[src/rtl/traffic_pkg.sv]
`default_nettype none
// ============================================================================
// traffic_pkg: shared state encoding, lamp codes and road-selection helpers
// Rev 1.0
// ============================================================================
package traffic_pkg;

  localparam int c_max_roads = 16;
  localparam int c_idx_w     = 4;

  typedef enum logic [1:0] {
    S_ALLRED = 2'd0,
    S_GREEN  = 2'd1,
    S_YELLOW = 2'd2,
    S_EMERG  = 2'd3
  } state_e;

  // Lamp code bit order is {red, yellow, green}.
  localparam logic [2:0] c_lamp_red    = 3'b100;
  localparam logic [2:0] c_lamp_yellow = 3'b010;
  localparam logic [2:0] c_lamp_green  = 3'b001;

  typedef struct packed {
    logic               valid;
    logic [c_idx_w-1:0] idx;
  } pick_t;

  function automatic pick_t lowest_set(input logic [c_max_roads-1:0] vec);
    pick_t r;
    r = '0;
    for (int i = c_max_roads - 1; i >= 0; i--) begin
      if (vec[i]) begin
        r.valid = 1'b1;
        r.idx   = c_idx_w'(i);
      end
    end
    return r;
  endfunction

  // Nearest set index strictly after cur, wrapping within n roads; cur itself is never returned.
  function automatic pick_t next_rr(input logic [c_max_roads-1:0] vec,
                                    input logic [c_idx_w-1:0]     cur,
                                    input int                     n);
    pick_t r;
    int    idx;
    r = '0;
    for (int off = c_max_roads - 1; off >= 1; off--) begin
      if (off < n) begin
        idx = int'(cur) + off;
        if (idx >= n) idx = idx - n;
        if (vec[idx]) begin
          r.valid = 1'b1;
          r.idx   = c_idx_w'(idx);
        end
      end
    end
    return r;
  endfunction

endpackage
`default_nettype wire

[src/rtl/traffic_tick_prescaler.sv]
`default_nettype none
// ============================================================================
// traffic_tick_prescaler: one-cycle tick every TICK_DIV clocks, restartable by clr
// Rev 1.0
// ============================================================================
module traffic_tick_prescaler #(
  parameter int TICK_DIV = 50000000
) (
  input  logic clk_50mhz,
  input  logic rst_n,
  input  logic clr,
  output logic tick
);

  localparam int                 c_cnt_w = (TICK_DIV > 1) ? $clog2(TICK_DIV) : 1;
  localparam logic [c_cnt_w-1:0] c_last  = c_cnt_w'(TICK_DIV - 1);

  logic [c_cnt_w-1:0] cnt_q;
  logic [c_cnt_w-1:0] cnt_d;

  assign tick = (cnt_q == c_last);

  always_comb begin
    cnt_d = cnt_q + c_cnt_w'(1);
    if (clr || tick) begin
      cnt_d = '0;
    end
  end

  always_ff @(posedge clk_50mhz or negedge rst_n) begin
    if (!rst_n) begin
      cnt_q <= '0;
    end else begin
      cnt_q <= cnt_d;
    end
  end

endmodule
`default_nettype wire

[src/rtl/traffic_light_nway.sv]
`default_nettype none
// ============================================================================
// traffic_light_nway: N-road round-robin intersection controller with demand
// skipping, emergency preemption and mandatory yellow/all-red clearance.
// Rev 1.0
// ============================================================================
module traffic_light_nway
  import traffic_pkg::*;
#(
  parameter int NUM_ROADS    = 4,
  parameter int TICK_DIV     = 50000000,
  parameter int GREEN_TICKS  = 10,
  parameter int YELLOW_TICKS = 3,
  parameter int ALLRED_TICKS = 1,
  parameter int TMR_W        = 8
) (
  input  logic                         clk_50mhz,
  input  logic                         rst_n,
  input  logic [NUM_ROADS-1:0]         emergency,
  input  logic [NUM_ROADS-1:0]         car_present,
  output logic [NUM_ROADS-1:0]         red,
  output logic [NUM_ROADS-1:0]         yellow,
  output logic [NUM_ROADS-1:0]         green,
  output logic [$clog2(NUM_ROADS)-1:0] active_road,
  output logic                         emerg_active
);

  localparam int               c_aw          = $clog2(NUM_ROADS);
  localparam logic [TMR_W-1:0] c_green_load  = TMR_W'(GREEN_TICKS - 1);
  localparam logic [TMR_W-1:0] c_yellow_load = TMR_W'(YELLOW_TICKS - 1);
  localparam logic [TMR_W-1:0] c_allred_load = TMR_W'(ALLRED_TICKS - 1);

  state_e                 state_q, state_d;
  logic [c_aw-1:0]        active_q, active_d;
  logic [c_aw-1:0]        target_q, target_d;
  logic [TMR_W-1:0]       timer_q, timer_d;
  logic [NUM_ROADS-1:0]   red_q, yellow_q, green_q;
  logic [NUM_ROADS-1:0]   red_d, yellow_d, green_d;
  logic                   emerg_q;

  logic                   tick;
  logic                   expire;
  logic                   entry;
  logic                   reload;
  logic [c_max_roads-1:0] emerg_ext;
  logic [c_max_roads-1:0] car_ext;
  pick_t                  win_pick;
  pick_t                  rr_pick;
  logic [c_aw-1:0]        win_road;
  logic [c_aw-1:0]        rr_road;
  logic [c_aw-1:0]        inc_road;
  logic                   unused_bits;

  assign emerg_ext = c_max_roads'(emergency);
  assign car_ext   = c_max_roads'(car_present);
  assign win_pick  = lowest_set(emerg_ext);
  assign rr_pick   = next_rr(car_ext, c_idx_w'(active_q), NUM_ROADS);
  assign win_road  = win_pick.idx[c_aw-1:0];
  assign rr_road   = rr_pick.idx[c_aw-1:0];
  assign inc_road  = (active_q == c_aw'(NUM_ROADS - 1)) ? '0 : active_q + c_aw'(1);

  assign unused_bits = ^{win_pick.idx, rr_pick.idx, emerg_ext, car_ext};

  assign expire = tick && (timer_q == '0);
  assign entry  = (state_d != state_q);

  traffic_tick_prescaler #(
    .TICK_DIV (TICK_DIV)
  ) u_prescaler (
    .clk_50mhz (clk_50mhz),
    .rst_n     (rst_n),
    .clr       (entry),
    .tick      (tick)
  );

  always_comb begin
    state_d  = state_q;
    active_d = active_q;
    target_d = target_q;
    reload   = 1'b0;
    unique case (state_q)
      S_ALLRED: begin
        if (win_pick.valid) target_d = win_road;
        if (expire) begin
          active_d = target_d;
          state_d  = emergency[target_d] ? S_EMERG : S_GREEN;
        end
      end
      S_GREEN: begin
        // A live emergency request beats timer expiry on the same edge.
        if (win_pick.valid) begin
          if (win_road == active_q) begin
            state_d = S_EMERG;
          end else begin
            state_d  = S_YELLOW;
            target_d = win_road;
          end
        end else if (expire) begin
          if (rr_pick.valid) begin
            state_d  = S_YELLOW;
            target_d = rr_road;
          end else begin
            reload = 1'b1;
          end
        end
      end
      S_YELLOW: begin
        if (win_pick.valid) target_d = win_road;
        if (expire) state_d = S_ALLRED;
      end
      S_EMERG: begin
        if (!emergency[active_q]) begin
          state_d  = S_YELLOW;
          target_d = win_pick.valid ? win_road :
                     rr_pick.valid  ? rr_road  : inc_road;
        end
      end
      default: state_d = S_ALLRED;
    endcase
  end

  always_comb begin
    timer_d = timer_q;
    if (entry) begin
      unique case (state_d)
        S_GREEN:  timer_d = c_green_load;
        S_YELLOW: timer_d = c_yellow_load;
        S_ALLRED: timer_d = c_allred_load;
        default:  timer_d = '0;
      endcase
    end else if (reload) begin
      timer_d = c_green_load;
    end else if (tick && (timer_q != '0)) begin
      timer_d = timer_q - TMR_W'(1);
    end
  end

  // Lamps are decoded from next-state values so they switch on the same edge as the state.
  for (genvar i = 0; i < NUM_ROADS; i++) begin : g_lamp
    logic [2:0] code;
    always_comb begin
      code = c_lamp_red;
      if (active_d == c_aw'(i)) begin
        unique case (state_d)
          S_GREEN, S_EMERG: code = c_lamp_green;
          S_YELLOW:         code = c_lamp_yellow;
          default:          code = c_lamp_red;
        endcase
      end
    end
    assign red_d[i]    = code[2];
    assign yellow_d[i] = code[1];
    assign green_d[i]  = code[0];
  end

  always_ff @(posedge clk_50mhz or negedge rst_n) begin
    if (!rst_n) begin
      state_q  <= S_ALLRED;
      active_q <= c_aw'(NUM_ROADS - 1);
      target_q <= '0;
      timer_q  <= c_allred_load;
      red_q    <= '1;
      yellow_q <= '0;
      green_q  <= '0;
      emerg_q  <= 1'b0;
    end else begin
      state_q  <= state_d;
      active_q <= active_d;
      target_q <= target_d;
      timer_q  <= timer_d;
      red_q    <= red_d;
      yellow_q <= yellow_d;
      green_q  <= green_d;
      emerg_q  <= (state_d == S_EMERG);
    end
  end

  assign red          = red_q;
  assign yellow       = yellow_q;
  assign green        = green_q;
  assign active_road  = active_q;
  assign emerg_active = emerg_q;

endmodule
`default_nettype wire

[config.mk]
export PLATFORM = sky130hd
export DESIGN_NAME = traffic_light_nway
export DESIGN_NICKNAME = d
export VERILOG_FILES = /design/src/rtl/traffic_pkg.sv /design/src/rtl/traffic_tick_prescaler.sv /design/src/rtl/traffic_light_nway.sv
export SDC_FILE = /design/constraint.sdc
export NUM_CORES = 1
export LEC_CHECK = 0
export BUFFER_PORTS_ARGS = -buffer_cell sky130_fd_sc_hd__buf_2
export CAP_MARGIN = 25
export CORE_MARGIN = 2
export CORE_UTILIZATION = 61
export CTS_BUF_LIST = sky130_fd_sc_hd__clkbuf_4 sky130_fd_sc_hd__clkbuf_8
export DETAILED_ROUTE_END_ITERATION = 10
export PLACE_DENSITY = 0.86
export SLEW_MARGIN = 20
export SYNTH_ARGS = -nofsm -noshare
export SYNTH_HDL_FRONTEND = slang
export SYNTH_SLANG_ARGS = --single-unit
[constraint.sdc]
create_clock -name clk_50mhz -period 4.5 [get_ports clk_50mhz]
set_input_delay 0.675 -clock clk_50mhz [delete_from_list [all_inputs] [get_ports clk_50mhz]]
set_output_delay 0.675 -clock clk_50mhz [all_outputs]
set_load 0.05 [all_outputs]
Yosys cells after proc, flatten, opt, wreduce, memory -nomap -nowiden
Cells that the tools add are included.
{"block": "totals", "register_bits": 53, "in_bits": 10, "out_inout_bits": 15, "word_cells": 112}
{"block": "op_classes", "add_sub_neg": 9, "n_lt_le_gt_ge": 8, "eq_ne": 17, "mux": 59, "n_reduce_logical": 10}
{"cell": "32-bit by 6-bit less-than comparator with 1-bit output, second input constant", "n": 3}
{"cell": "32-bit two-way mux", "n": 3}
{"cell": "2-bit two-way mux", "n": 19}
{"cell": "5-bit two-way mux", "n": 7}
{"cell": "26-bit by 1-bit adder with 26-bit output, second input constant", "n": 1}
{"cell": "26-bit equality test, second input constant", "n": 1}
{"cell": "26-bit two-way mux", "n": 1}
{"cell": "8-bit two-way mux", "n": 3}
{"cell": "2-bit case mux with 4 select lines", "n": 2}
{"cell": "2-bit equality test, second input constant", "n": 7}
{"cell": "1-bit two-way mux", "n": 13}
{"cell": "1-bit binary-select mux with 4-bit select", "n": 3}
{"cell": "3-bit two-way mux", "n": 4}
{"cell": "3-bit by 3-bit subtractor with 4-bit output, second input constant", "n": 3}
{"cell": "3-bit >= comparator, second input constant", "n": 3}
{"cell": "3-bit != test, second input constant", "n": 3}
{"cell": "8-bit logical NOT", "n": 1}
{"cell": "4-bit case mux with 2 select lines", "n": 1}
{"cell": "8-bit nonzero test", "n": 1}
{"cell": "8-bit by 1-bit subtractor with 8-bit output, second input constant", "n": 1}
{"cell": "2-bit by 2-bit adder with 3-bit output, second input constant", "n": 2}
{"cell": "2-bit by 1-bit equality test with 1-bit output, second input constant", "n": 3}
{"cell": "2-bit by 3-bit less-than comparator with 1-bit output, second input constant", "n": 2}
{"cell": "3-bit case mux with 2 select lines", "n": 1}
{"cell": "12 further kinds", "n": 15}

Depth between registers and ports, before layout
Gate-level depths: netlist of the first run.
{"block": "logic_depth", "word_depth": 17, "depth_mapped": 10, "ltp_nobuf": 9}

Cells and area by module
Synthesis of the first run repeated with hierarchy kept, for this count alone.
{"block": "hier_totals", "cells_unflattened": 322, "area_unflattened_um2": 3164.3}
{"mod": "traffic_light_nway", "instances": 1, "cells_per_inst": 178, "area_per_inst_um2": 1779.2, "seq_area_each_um2": 683.2}
{"mod": "traffic_tick_prescaler", "instances": 1, "cells_per_inst": 144, "area_per_inst_um2": 1385.1, "seq_area_each_um2": 650.6}

Worst setup path after synthesis of the first run
No wires, ideal clock.
{"block": "synth_path", "path_kind": "register to register", "from": "register active_q[0] (netlist: active_road[0])", "to": "register yellow_q[0] (netlist: yellow[0])", "setup_time_ps": 86, "t_arrival_ps": 2850, "t_required_ps": 4414, "setup_slack_ps": 1564, "path_stages_with_launch": 10, "n_path_buf": 1, "period_less_slack_ps": 2936, "cell_sequence": "dfstp_2 -> buf_2 -> inv_1 -> ha_1 -> nor3b_1 -> nor4_1 -> o311a_1 -> nor3_2 -> inv_2 -> nor3_1"}
{"block": "synth_between", "elab_chain_len": 17, "elab_cells_between_ends": 42, "cone_classes": "6 x add/sub; 3 x order compare; 4 x eq/ne; 27 x mux; 2 x reduce/logical"}
{"element": "start, declared", "line": "traffic_light_nway.sv:34", "rtl": "logic [c_aw-1:0] active_q, active_d;"}
{"element": "start signal, assigned", "line": "traffic_light_nway.sv:159", "rtl": "active_q <= c_aw'(NUM_ROADS - 1);"}
{"element": "start signal, assigned", "line": "traffic_light_nway.sv:168", "rtl": "active_q <= active_d;"}
{"element": "2-bit by 2-bit adder with 3-bit output", "line": "traffic_pkg.sv:49", "rtl": "idx = int'(cur) + off;"}
{"element": "3-bit by 3-bit subtractor with 4-bit output / 3-bit >= comparator (equally long branches)", "line": "traffic_pkg.sv:50", "rtl": "if (idx >= n) idx = idx - n;"}
{"element": "32-bit two-way mux", "line": "traffic_pkg.sv:50"}
{"element": "1-bit binary-select mux with 4-bit select", "line": "traffic_pkg.sv:51", "rtl": "if (vec[idx]) begin"}
{"element": "1-bit two-way mux (not written as such) (2 in a row)", "line": "traffic_pkg.sv:51"}
{"element": "5-bit two-way mux (3 in a row)", "line": "traffic_pkg.sv:51"}
{"element": "2-bit two-way mux", "line": "traffic_light_nway.sv:99", "rtl": "if (rr_pick.valid) begin"}
{"element": "2-bit two-way mux", "line": "traffic_light_nway.sv:98", "rtl": "end else if (expire) begin"}
{"element": "2-bit two-way mux", "line": "traffic_light_nway.sv:91", "rtl": "if (win_pick.valid) begin"}
{"element": "2-bit case mux with 4 select lines (*)", "line": "traffic_light_nway.sv:81", "rtl": "unique case (state_q)"}
{"element": "named net state_d[0]", "line": "traffic_light_nway.sv:33", "rtl": "state_e state_q, state_d;"}
{"element": "2-bit equality test / 2-bit by 1-bit equality test with 1-bit output (equally long branches)", "line": "traffic_light_nway.sv:144", "rtl": "unique case (state_d)"}
{"element": "2-bit OR reduction", "line": "traffic_light_nway.sv:144"}
{"element": "3-bit case mux with 2 select lines (*)", "line": "traffic_light_nway.sv:144"}
{"element": "3-bit two-way mux (*)", "line": "traffic_light_nway.sv:143", "rtl": "if (active_d == c_aw'(i)) begin"}
{"element": "named net g_lamp[0].code[1]", "line": "traffic_light_nway.sv:140", "rtl": "logic [2:0] code;"}
{"element": "end signal, assigned", "line": "traffic_light_nway.sv:172", "rtl": "yellow_q <= yellow_d;"}
{"element": "end, declared", "line": "traffic_light_nway.sv:37", "rtl": "logic [NUM_ROADS-1:0] red_q, yellow_q, green_q;"}
The timed path passes the listed nets; every way through them passes the cells marked *. The select of a mux whose other input is x is not followed.
A chain may end at the register's enable or synchronous reset.

Worst setup path in the final report of the first run
{"block": "layout_path", "from": "register active_q[0] (netlist: active_road[0])", "to": "register yellow_q[3] (netlist: yellow[3])"}
{"block": "layout_between", "elab_chain_len": 17, "elab_cells_between_ends": 42, "cone_classes": "6 x add/sub; 3 x order compare; 5 x eq/ne; 27 x mux; 1 x reduce/logical"}
{"element": "2-bit by 2-bit adder with 3-bit output", "line": "traffic_pkg.sv:49"}
{"element": "3-bit by 3-bit subtractor with 4-bit output / 3-bit >= comparator (equally long branches)", "line": "traffic_pkg.sv:50"}
{"element": "32-bit two-way mux", "line": "traffic_pkg.sv:50"}
{"element": "1-bit binary-select mux with 4-bit select", "line": "traffic_pkg.sv:51"}
{"element": "1-bit two-way mux (not written as such) (2 in a row)", "line": "traffic_pkg.sv:51"}
{"element": "5-bit two-way mux (3 in a row)", "line": "traffic_pkg.sv:51"}
{"element": "2-bit two-way mux", "line": "traffic_light_nway.sv:99"}
{"element": "2-bit two-way mux", "line": "traffic_light_nway.sv:98"}
{"element": "2-bit two-way mux", "line": "traffic_light_nway.sv:91"}
{"element": "2-bit case mux with 4 select lines (*)", "line": "traffic_light_nway.sv:81"}
{"element": "named net state_d[0]", "line": "traffic_light_nway.sv:33"}
{"element": "2-bit equality test / 2-bit by 1-bit equality test with 1-bit output (equally long branches)", "line": "traffic_light_nway.sv:144"}
{"element": "2-bit OR reduction", "line": "traffic_light_nway.sv:144"}
{"element": "3-bit case mux with 2 select lines (*)", "line": "traffic_light_nway.sv:144"}
{"element": "3-bit two-way mux (*)", "line": "traffic_light_nway.sv:143"}
{"element": "named net g_lamp[3].code[1]", "line": "traffic_light_nway.sv:140"}
Marks and branches as above.

==> impl_metrics.py, run 1 <==
metrics = {
    "status": {
        "status": "complete, no violations",
    },
    "cts": {
        "cts_setup_buffers": 0,
        "path_clk_slew_ns": 0.09,
        "cts_sinks": 53,
        "clkLatencyLatePin_ns": 0.31,
        "hold_buffers": 0,
        "htree_levels": 2,
        "cts_tree": "yes",
        "cts.repair.resized": 0,
        "cts_root_buf": "clkbuf_8",
        "clock_path_buffers": 2,
        "numCtsBuffers": 5,
    },
    "route": {
        "wl_um": 6140,
        "drtIter0Drc": 171,
        "dr.pass1.iters": 6,
        "drc_errors": 0,
        "via_count": 2449,
        "wire_per_inst_um": 15.1,
        "via_per_inst": 6.02,
        "antenna_left": 0,
    },
    "floorplanning": {
        "initial_core_util_pct": 63.3,
        "placementRows": 25,
        "io_pins": 25,
        "die_area_um2": 5510,
        "core_area_um2": 4750,
        "die_y_um": 74.3,
        "fp.dieW_um": 74.3,
    },
    "worst_setup_path": {
        "critPathKind": "register to register",
        "cp_num_buf_inv": 2,
        "worst_ep_arrival_time_ns": 3.30,
        "start_kind": "register",
        "crit_slowest_cell": "nor4_1",
        "crit_required_ns": 4.68,
        "cp-end-kind": "register",
        "cp_top_family": "simple AND/OR/NAND/NOR gates",
        "reg2reg_from": "active_road[0]$_DFF_PN1_",
        "slowest_delay_ns": 0.81,
        "crit_chain": "inv_1 > ha_1 > a21bo_2 > o22ai_1 > nor4_1 > o311a_1 > nor3_2 > inv_2 > nor3_1",
        "worstPathMaxFanout": 16,
        "startpoint": "active_road[0]$_DFF_PN1_",
    },
    "logic_synthesis": {
        "synth_warnings": 0,
        "synth_flop_cell": "dfrtp_1",
        "synth-seq-area-share_pct": 44.3,
        "netlist_instances": 312,
        "postSynthNetCount": 330,
        "synth_area_leaders": "dfrtp_1 39%, nor2_1 5.6%, xor2_1 5.5%, dfstp_2 5.2%, ha_1 3.3%",
        "yosysTopAreaCellShare_pct": 39.1,
        "yosysTopAreaCell": "dfrtp_1",
        "synth-edff-count": 0,
        "synth_area_um2": 3010,
        "ys_ff_latch": 53,
        "synth-async-reset-ratio_pct": 100,
        "ys_types": 59,
        "synth_area_per_cell_um2": 9.65,
    },
    "layout": {
        "final_common_cell": "dfrtp_1",
        "num_antenna_cells": 0,
        "nets": 357,
        "layout-drive-gt1-share_pct": 16.8,
        "multi_input_area_um2": 1630,
        "fillers": 381,
        "post-route-util_pct": 69.7,
        "area_delta_synth_final_pct": 10.1,
        "seq_area_um2": 1330,
        "mostFrequentLayoutCells": "47 x dfrtp_1, 45 x nor2_1, 24 x buf_2",
        "instances_no_fill": 407,
        "stdcell_area_um2": 3310,
    },
    "power_and_ir_drop": {
        "max-vdd-ir-drop_mv": 0.222,
        "p_leak_nw": 1.42,
        "p_per_area_nw_per_um2": 250,
        "power_uw": 828,
    },
    "placement": {
        "dp_cells": 399,
        "detailed_place.area_um2": 3200,
        "dpl.hpwl_um": 4390,
        "place.gp.congestion": 0.939,
        "port_buffers": 24,
    },
    "grt": {
        "grt_pass1_wl_um": 10600,
        "grt_pass1_vias": 2284,
        "grt_max_degree": 54,
        "grt_usage_pct": 24.8,
        "overflow": 0,
        "antenna_found_initial": 0,
    },
    "sta": {
        "slew_headroom_pct": 35.2,
        "fmaxAchievable_ghz": 0.320,
        "min_period_over_period_pct": 69.3,
        "slew_violations": 0,
        "rsz0062_at_grt": "no",
        "final_hold_viol_count": 0,
        "worstMarginPinSlew_ns": 0.963,
        "setup_viol": 0,
        "fin_worst_skew_ns": 0.00804,
        "fin_crit_ns": 3.12,
        "totalNegativeSetupSlack_ns": 0,
    },
    "run": {
        "drv_cap": 0,
    },
    "worst_hold_path": {
        "hp-class": "input pin to asynchronous set/reset pin",
    },
}
-- area by class of cell --
cell class | count | share of cell area [%]
clock buffers | 6 | 2.30
clock inverters | 2 | 1.06
inverters | 8 | 0.906
multi-input cells | 246 | 49.1
flip-flops and latches | 53 | 40.3
well taps | 67 | 2.53
repair buffers | 25 | 3.85
-- through the flow --
step	setup slack (ns)	hold WS, ns
final	1.38	0.458
after global routing	1.23	0.527
after floorplan	1.56	0.379
after global placement	1.68	0.471
after CTS	1.49	0.490
after detailed placement	1.52	0.476
-- final timing paths --
path / endpoint / slack [ns] / cells after the start
worst max-delay path: yellow[3]$_DFF_PN0_ / 1.38 / 9
worst min-delay path: timer_q[3]$_DFFE_PN0P_ / 0.46 / 2
worst max register to register: yellow[3]$_DFF_PN0_ / 1.38 / 9
worst min register to register: u_prescaler.cnt_q[0]$_DFF_PN0_ / 0.49 / 1
max in group asynchronous: target_q[0]$_DFFE_PN0P_ / 3.61 / 2
min in group clk_50mhz: u_prescaler.cnt_q[0]$_DFF_PN0_ / 0.49 / 1
-- power breakdown --
| part | switching, mW | leakage [nW] | internal, mW |
|---|---|---|---|
| Combinational | 0.0207 | 0.676 | 0.00984 |
| Sequential | 0.000608 | 0.682 | 0.477 |
| Clock | 0.148 | 0.0586 | 0.171 |
| Total | 0.169 | 1.42 | 0.658 |
-- per-layer routing --
metal	part of all wire [%]	vias up	global-route usage, %
li1	-	1178	-
met1	47	1190	36.0
met2	47	71	38.3
met3	4.8	10	4.74
met4	1.1	0	7.74
met5	0	-	0
-- cells by family (layout without fill, tap and decap cells) --
logic type / after synthesis / count (layout) / share of synthesized area (%)
AND/OR/NAND/NOR: 156 / 156 / 28.6
flip-flops: 53 / 53 / 44.3
AO/OA/AOI/OAI: 49 / 49 / 11.7
XOR/XNOR: 26 / 26 / 7.56
buffers and inverters: 13 / 41 / 1.66
adder cells (fa/ha/maj): 8 / 8 / 3.33
multiplexers: 7 / 7 / 2.83
-- cells in the mapped netlist (5+ instances only) --
cell	n
dfrtp_1	47
nor2_1	45
nand2_1	22
nand3_1	19
xor2_1	19
a21oi_1	17
nor3_1	10
nand4_1	9
ha_1	8
nand2b_1	8
and3_1	7
xnor2_1	7
dfstp_2	6
inv_1	6
nor4_1	6
o21ai_0	5
-- registers in the layout, summed over array words and instances, names as in the netlist --
name               count
active_road            2
emerg_active           1
green                  4
red                    4
state_q                2
target_q               2
timer_q                8
u_prescaler.cnt_q     26
yellow                 4
No activity file was read; power rests on OpenSTA's default activity.
==> inputs of run 2 (changes only) <==
==> constraint.sdc (replaced) <==
create_clock -name clk_50mhz -period 3.1 [get_ports clk_50mhz]
set_input_delay 0.465 -clock clk_50mhz [delete_from_list [all_inputs] [get_ports clk_50mhz]]
set_output_delay 0.465 -clock clk_50mhz [all_outputs]
set_load 0.05 [all_outputs]
==> run 2 against run 1 <==
Via count up 1.4%. Maximum frequency is 10% higher. Sequential share of layout area is 0.41 points lower. First-iteration DRC count up 21%. Critical path type unchanged. Critical endpoint is now yellow[0]$_DFF_PN0_. Highest routed layer unchanged.
==> impl_metrics.py, run 2 (synthesis gave the netlist of run 1 again) <==
metrics = {
    "grt": {
        "grt_pass1_wl_um": 11100,
        "grt_pass1_vias": 2435,
        "grt_max_degree": 35,
        "overflow": 0,
        "grt_usage_pct": 26.0,
        "antenna_found_initial": 0,
    },
    "placement": {
        "port_buffers": 24,
        "dpl.hpwl_um": 4710,
        "place.gp.congestion": 0.876,
        "detailed_place.area_um2": 3250,
    },
    "worst_hold_path": {
        "hp-class": "input pin to asynchronous set/reset pin",
    },
    "sta": {
        "min_period_over_period_pct": 91.4,
        "worstMarginPinSlew_ns": 0.780,
        "fmaxAchievable_ghz": 0.353,
        "totalNegativeSetupSlack_ns": 0,
        "slew_violations": 0,
        "slew_headroom_pct": 47.9,
        "fin_worst_skew_ns": 0.00888,
        "setup_viol": 0,
        "fin_crit_ns": 2.83,
        "final_hold_viol_count": 0,
        "rsz0062_at_grt": "no",
    },
    "floorplanning": {
        "fp.dieW_um": 74.3,
        "placementRows": 25,
        "die_y_um": 74.3,
        "io_pins": 25,
        "initial_core_util_pct": 63.3,
        "core_area_um2": 4750,
        "die_area_um2": 5510,
    },
    "cts": {
        "clock_path_buffers": 2,
        "clkLatencyLatePin_ns": 0.31,
        "numCtsBuffers": 5,
        "cts_sinks": 53,
        "htree_levels": 2,
        "path_clk_slew_ns": 0.10,
        "cts_root_buf": "clkbuf_8",
        "cts_tree": "yes",
    },
    "worst_setup_path": {
        "slowest_delay_ns": 0.64,
        "crit_required_ns": 3.32,
        "crit_chain": "ha_1 > nand4_1 > nor4_1 > nand2_1 > o311a_1 > nor3_2 > inv_2 > nor3_1",
        "critPathKind": "register to register",
        "cp-end-kind": "register",
        "worst_ep_arrival_time_ns": 3.06,
        "worstPathMaxFanout": 7,
        "start_kind": "register",
        "crit_slowest_cell": "nor4_1",
    },
    "layout": {
        "largest_reg_flops": 26,
        "stdcell_area_um2": 3350,
        "nets": 362,
        "final_common_cell": "dfrtp_1",
        "layout-drive-gt1-share_pct": 18.3,
        "reg_top3": "u_prescaler.cnt_q: 26 flops, timer_q: 8 flops",
        "mostFrequentLayoutCells": "47 x dfrtp_1, 45 x nor2_1, 24 x buf_2",
        "num_antenna_cells": 0,
        "area_delta_synth_final_pct": 11.2,
        "top_register": "u_prescaler.cnt_q",
    },
    "route": {
        "wl_um": 6340,
        "via_count": 2483,
        "drtIter0Drc": 207,
        "via_per_inst": 6.03,
        "drc_errors": 0,
        "dr.pass1.iters": 5,
        "wire_per_inst_um": 15.4,
        "antenna_left": 0,
    },
    "power_and_ir_drop": {
        "power_frac_clock_pct": 34.8,
        "switching_share_pct": 22.7,
        "power.switching_uw": 258,
        "intPower_uw": 881,
        "combPwrFrac_pct": 4.3,
        "max-vdd-ir-drop_mv": 0.295,
        "pwr-share-seq_pct": 60.9,
        "p_per_area_nw_per_um2": 340,
        "p_leak_nw": 1.44,
    },
    "status": {
        "status": "complete, no violations",
    },
    "run": {
        "drv_cap": 0,
    },
}
[run 2: changes by cell type in the layout (fill, tap and decap cells not counted), sizes merged]
cell    previous run  this run
buf               25        30
inv                7         8
bufinv             1         0
[run 2: path summary, 6_finish.rpt]
path,cells after the start,slack (ns),from,endpoint
worst max-delay path,8,0.27,u_prescaler.cnt_q[0]$_DFF_PN0_,yellow[0]$_DFF_PN0_
worst min-delay path,1,0.08,rst_n,u_prescaler.cnt_q[19]$_DFF_PN0_
worst max register to register,8,0.27,u_prescaler.cnt_q[0]$_DFF_PN0_,yellow[0]$_DFF_PN0_
worst min register to register,1,0.49,u_prescaler.cnt_q[0]$_DFF_PN0_,u_prescaler.cnt_q[0]$_DFF_PN0_
max in group asynchronous,3,2.27,rst_n,red[1]$_DFF_PN1_
min in group clk_50mhz,1,0.49,u_prescaler.cnt_q[0]$_DFF_PN0_,u_prescaler.cnt_q[0]$_DFF_PN0_
[run 2: area by class of cell]
cell class	count	area (um2)
well taps	67	83.8
flip-flops and latches	53	1330
multi-input cells	246	1630
clock buffers	6	76.3
clock inverters	2	13.8
repair buffers	30	178
fillers	380	1410
inverters	8	30.0
[run 2: timing repair]
| item | in CTS | in global routing |
|---|---|---|
| hold buffers | 0 | 0 |
| endpoints found under the setup margin | 0 | 3 |
| gates resized for setup | 0 | 1 |
| setup buffers | 0 | 0 |
[run 2: metal layers]
layer | up-vias | share of wire [%] | GRT usage [%]
li1 | 1193 | - | -
met1 | 1206 | 47 | 37.4
met2 | 74 | 47 | 40.2
met3 | 10 | 4.6 | 5.01
met4 | 0 | 1.7 | 8.53
met5 | - | 0 | 0
[run 2: critical path, delay by kind of cell, from the launching register on]
kind | cells | cell delay, ns
AO/OA/AOI/OAI | 1 | 0.48
adder cells (fa/ha/maj) | 1 | 0.23
buffers and inverters | 1 | 0.10
flip-flops | 1 | 0.39
AND/OR/NAND/NOR | 5 | 1.55
[run 2: per-stage QoR]
step | std cells | utilization (%) | worst slack [ns] | total power [mW] | hold WS (ns)
after floorplan | 312 | - | 0.164 | 0.724 | 0.169
after global placement | 403 | 68.0 | 0.375 | 0.752 | 0.472
after detailed placement | 404 | 68.4 | 0.259 | 0.756 | 0.433
after CTS | 412 | 70.3 | 0.241 | 1.15 | 0.101
after global routing | 412 | 70.4 | 0.0324 | 1.18 | 0.115
final | 412 | 70.4 | 0.265 | 1.14 | 0.0848
[run 2: power groups by stage]
stage / sequential, mW / clock (mW) / combinational (mW)
finish: 0.694 / 0.397 / 0.0487
detailed placement: 0.707 / 0 / 0.0490
CTS: 0.694 / 0.404 / 0.0491
floorplan: 0.707 / 0 / 0.0173
global route: 0.694 / 0.430 / 0.0559
global placement: 0.707 / 0 / 0.0446
==> inputs of run 3 (changes only) <==
--- a/config.mk
+++ b/config.mk
@@ -8,11 +8,11 @@
 export BUFFER_PORTS_ARGS = -buffer_cell sky130_fd_sc_hd__buf_2
 export CAP_MARGIN = 25
 export CORE_MARGIN = 2
-export CORE_UTILIZATION = 61
-export CTS_BUF_LIST = sky130_fd_sc_hd__clkbuf_4 sky130_fd_sc_hd__clkbuf_8
+export CORE_UTILIZATION = 60
 export DETAILED_ROUTE_END_ITERATION = 10
-export PLACE_DENSITY = 0.86
+export PLACE_DENSITY = 0.85
 export SLEW_MARGIN = 20
 export SYNTH_ARGS = -nofsm -noshare
 export SYNTH_HDL_FRONTEND = slang
+export SYNTH_HIERARCHICAL = 1
 export SYNTH_SLANG_ARGS = --single-unit
==> run 3 against run 2 <==
Highest routed layer unchanged. Critical path depth up 3. Maximum frequency is 0.65% higher. Clock power grew 20%. Critical endpoint is now u_prescaler/cnt_q[10]$_DFF_PN0_. Sequential power rose by 23%.
==> impl_metrics.py, run 3 <==
metrics = {
    "logic_synthesis": {
        "synth_compound_area_share_pct": 14.5,
        "ys_types": 68,
        "synthSimpleGateAreaFrac_pct": 27.3,
        "synth_top_family_by_area": "simple AND/OR/NAND/NOR gates",
        "synth_area_um2": 3160,
        "synth_common_cells": "47 x dfrtp_1, 37 x nor2_1, 24 x nand2_1, 18 x a21oi_1, 13 x nand3_1",
        "synth-async-reset-ratio_pct": 100,
        "synth.most_common_cell": "dfrtp_1",
        "synth_warnings": 6,
        "yosysTopAreaCellShare_pct": 37.2,
        "synth_area_per_cell_um2": 9.83,
        "synth_flop_cell": "dfrtp_1",
        "synth_xor_area_share_pct": 6.09,
        "netlist_instances": 322,
        "ys_ff_latch": 53,
        "synth-edff-count": 0,
        "synth-seq-area-share_pct": 42.2,
        "synth_area_leaders": "dfrtp_1 37%, dfstp_2 5.0%, nor2_1 4.4%, ha_1 3.6%, xor2_1 3.3%",
        "synthAdderAreaFrac_pct": 3.56,
        "postSynthNetCount": 341,
        "yosysTopAreaCell": "dfrtp_1",
        "muxShareOfSynthArea_pct": 2.97,
    },
    "grt": {
        "antenna_found_initial": 0,
        "grt_usage_pct": 23.5,
        "grt_pass1_vias": 2513,
        "grt_pass1_wl_um": 11200,
        "overflow": 0,
        "grt_max_degree": 34,
    },
    "worst_setup_path": {
        "cp_num_buf_inv": 2,
        "crit_required_ns": 3.26,
        "worst_ep_arrival_time_ns": 2.98,
        "start_kind": "register",
        "crit_slowest_cell": "dfrtp_1",
        "r2r-end": "u_prescaler/cnt_q[10]$_DFF_PN0_",
        "rr_worst_depth": 11,
        "reg2reg_from": "u_prescaler/cnt_q[0]$_DFF_PN0_",
        "crit_chain": "ha_1 > and4_1 > nand4_1 > nor3_1 > and2_1 > nand3_1 > inv_1 > a32o_1 > inv_1 > o31ai_4 > nor2_1",
        "worst-r2r-setup-slack_ns": 0.28,
        "crit_path_end": "u_prescaler/cnt_q[10]$_DFF_PN0_",
        "cp_common_cell": "inv_1",
        "cp-end-kind": "register",
        "critPathKind": "register to register",
        "startpoint": "u_prescaler/cnt_q[0]$_DFF_PN0_",
        "path_depth": 11,
        "cp_top_family": "simple AND/OR/NAND/NOR gates",
        "worstPathMaxFanout": 26,
        "slowest_delay_ns": 0.42,
    },
    "sta": {
        "worstMarginPinSlew_ns": 1.01,
        "slew_headroom_pct": 33.0,
        "totalNegativeSetupSlack_ns": 0,
        "slew_violations": 0,
        "final_hold_viol_count": 0,
        "rsz0062_at_grt": "no",
        "fin_worst_skew_ns": 0.0120,
        "min_period_over_period_pct": 90.9,
        "setup_viol": 0,
        "fmaxAchievable_ghz": 0.355,
        "setup_slack_ns": 0.284,
        "fin_crit_ns": 2.82,
        "holdWs_ns": 0.102,
    },
    "cts": {
        "path_clk_slew_ns": 0.10,
        "clock_path_buffers": 2,
        "hold_buffers": 0,
        "htree_levels": 2,
        "cts.repair.resized": 0,
        "clkLatencyLatePin_ns": 0.31,
        "cts_tree": "yes",
        "cts_root_buf": "clkbuf_8",
        "cts_setup_buffers": 0,
        "cts_sinks": 53,
        "numCtsBuffers": 5,
    },
    "power_and_ir_drop": {
        "p_leak_nw": 1.46,
        "max-vdd-ir-drop_mv": 0.498,
        "p_per_area_nw_per_um2": 481,
    },
    "layout": {
        "fillers": 402,
        "final_common_cell": "dfrtp_1",
        "area_delta_synth_final_pct": 9.77,
        "mostFrequentLayoutCells": "47 x dfrtp_1, 37 x nor2_1, 24 x nand2_1, 24 x buf_2, 18 x a21oi_1",
        "nets": 366,
        "layout-drive-gt1-share_pct": 21.6,
        "post-route-util_pct": 68.0,
        "instances_no_fill": 418,
        "largest_reg_flops": 26,
        "top_register": "u_prescaler/cnt_q",
        "num_antenna_cells": 0,
        "reg_top3": "u_prescaler/cnt_q: 26 flops, timer_q: 8 flops",
    },
    "placement": {
        "dp_slack_ns": 0.381,
        "dpl.hpwl_um": 4720,
        "port_buffers": 24,
        "dp_cells": 410,
        "place.gp.congestion": 0.786,
    },
    "floorplanning": {
        "placementRows": 26,
        "fp.dieW_um": 76.6,
        "die_area_um2": 5870,
        "die_y_um": 76.6,
        "core_area_um2": 5110,
        "initial_core_util_pct": 62.0,
        "io_pins": 25,
    },
    "route": {
        "wl_met2_um": 3380,
        "top_layer": "met4",
        "via_count": 2531,
        "wire_per_inst_um": 15.7,
        "drtIter0Drc": 105,
        "route.met3.wl_um": 270,
        "drc_errors": 0,
        "drt-met1-wl_um": 2770,
        "via_per_inst": 6.06,
        "wl_um": 6580,
        "antenna_left": 0,
        "dr.pass1.iters": 5,
    },
    "worst_hold_path": {
        "hp-class": "input pin to asynchronous set/reset pin",
    },
    "run": {
        "drv_cap": 0,
    },
    "status": {
        "status": "complete, no violations",
    },
}
-- run 3: changes by cell type in the layout (fill, tap and decap cells not counted), moves of 5 or more --
cell / previous run / this run
nor2_1: 45 / 37
xor2_1: 19 / 12
inv_1: 6 / 12
nand3_1: 19 / 13
and3_1: 7 / 2
-- run 3: worst min-delay path by stage --
| stage | endpoint | slack [ns] |
|---|---|---|
| 2_1_floorplan | emerg_active$_DFF_PN0_ | 0.17 |
| 3_3_place_gp | u_prescaler/cnt_q[0]$_DFF_PN0_ | 0.50 |
| 3_5_place_dp | u_prescaler/cnt_q[0]$_DFF_PN0_ | 0.45 |
| 4_1_cts | u_prescaler/cnt_q[24]$_DFF_PN0_ | 0.11 |
| 5_1_grt | u_prescaler/cnt_q[24]$_DFF_PN0_ | 0.14 |
| 6_report | u_prescaler/cnt_q[24]$_DFF_PN0_ | 0.10 |
-- run 3: final cells by class --
class / count / area, um2 / share of cell area (%)
Clock buffer: 5 / 68.8 / 1.98
Clock inverter: 3 / 46.3 / 1.33
Inverter: 15 / 58.8 / 1.69
Multi-Input combinational cell: 245 / 1720 / 49.6
Sequential cell: 53 / 1330 / 38.4
Tap cell: 70 / 87.6 / 2.52
Timing Repair Buffer: 27 / 155 / 4.47
-- run 3: routing by layer --
metal | up-vias | GRT usage [%]
li1 | 1226 | -
met1 | 1204 | 29.2
met2 | 82 | 40.9
met3 | 19 | 4.03
met4 | 0 | 9.09
met5 | - | 0
-- run 3: where the power goes --
part | internal, mW | leakage (nW) | switching, mW | total, mW
sequential | 0.763 | 0.687 | 0.0877 | 0.851
clock | 0.242 | 0.0543 | 0.233 | 0.475
combinational | 0.140 | 0.723 | 0.205 | 0.345
total | 1.15 | 1.46 | 0.526 | 1.67
-- run 3: cell families after synthesis --
group	count (synthesis)
buf+inv	24
fa+ha+maj	9
mux	7
flops	53
compound gates	55
xor+xnor	22
simple gates	152
-- run 3: through the flow --
stage          power [mW]  cell area (um2)
4_1_cts              1.67             3470
3_3_place_gp         1.18             3340
3_5_place_dp         1.20             3360
5_1_grt              1.75             3470
2_1_floorplan        1.10             3160
6_report             1.67             3470
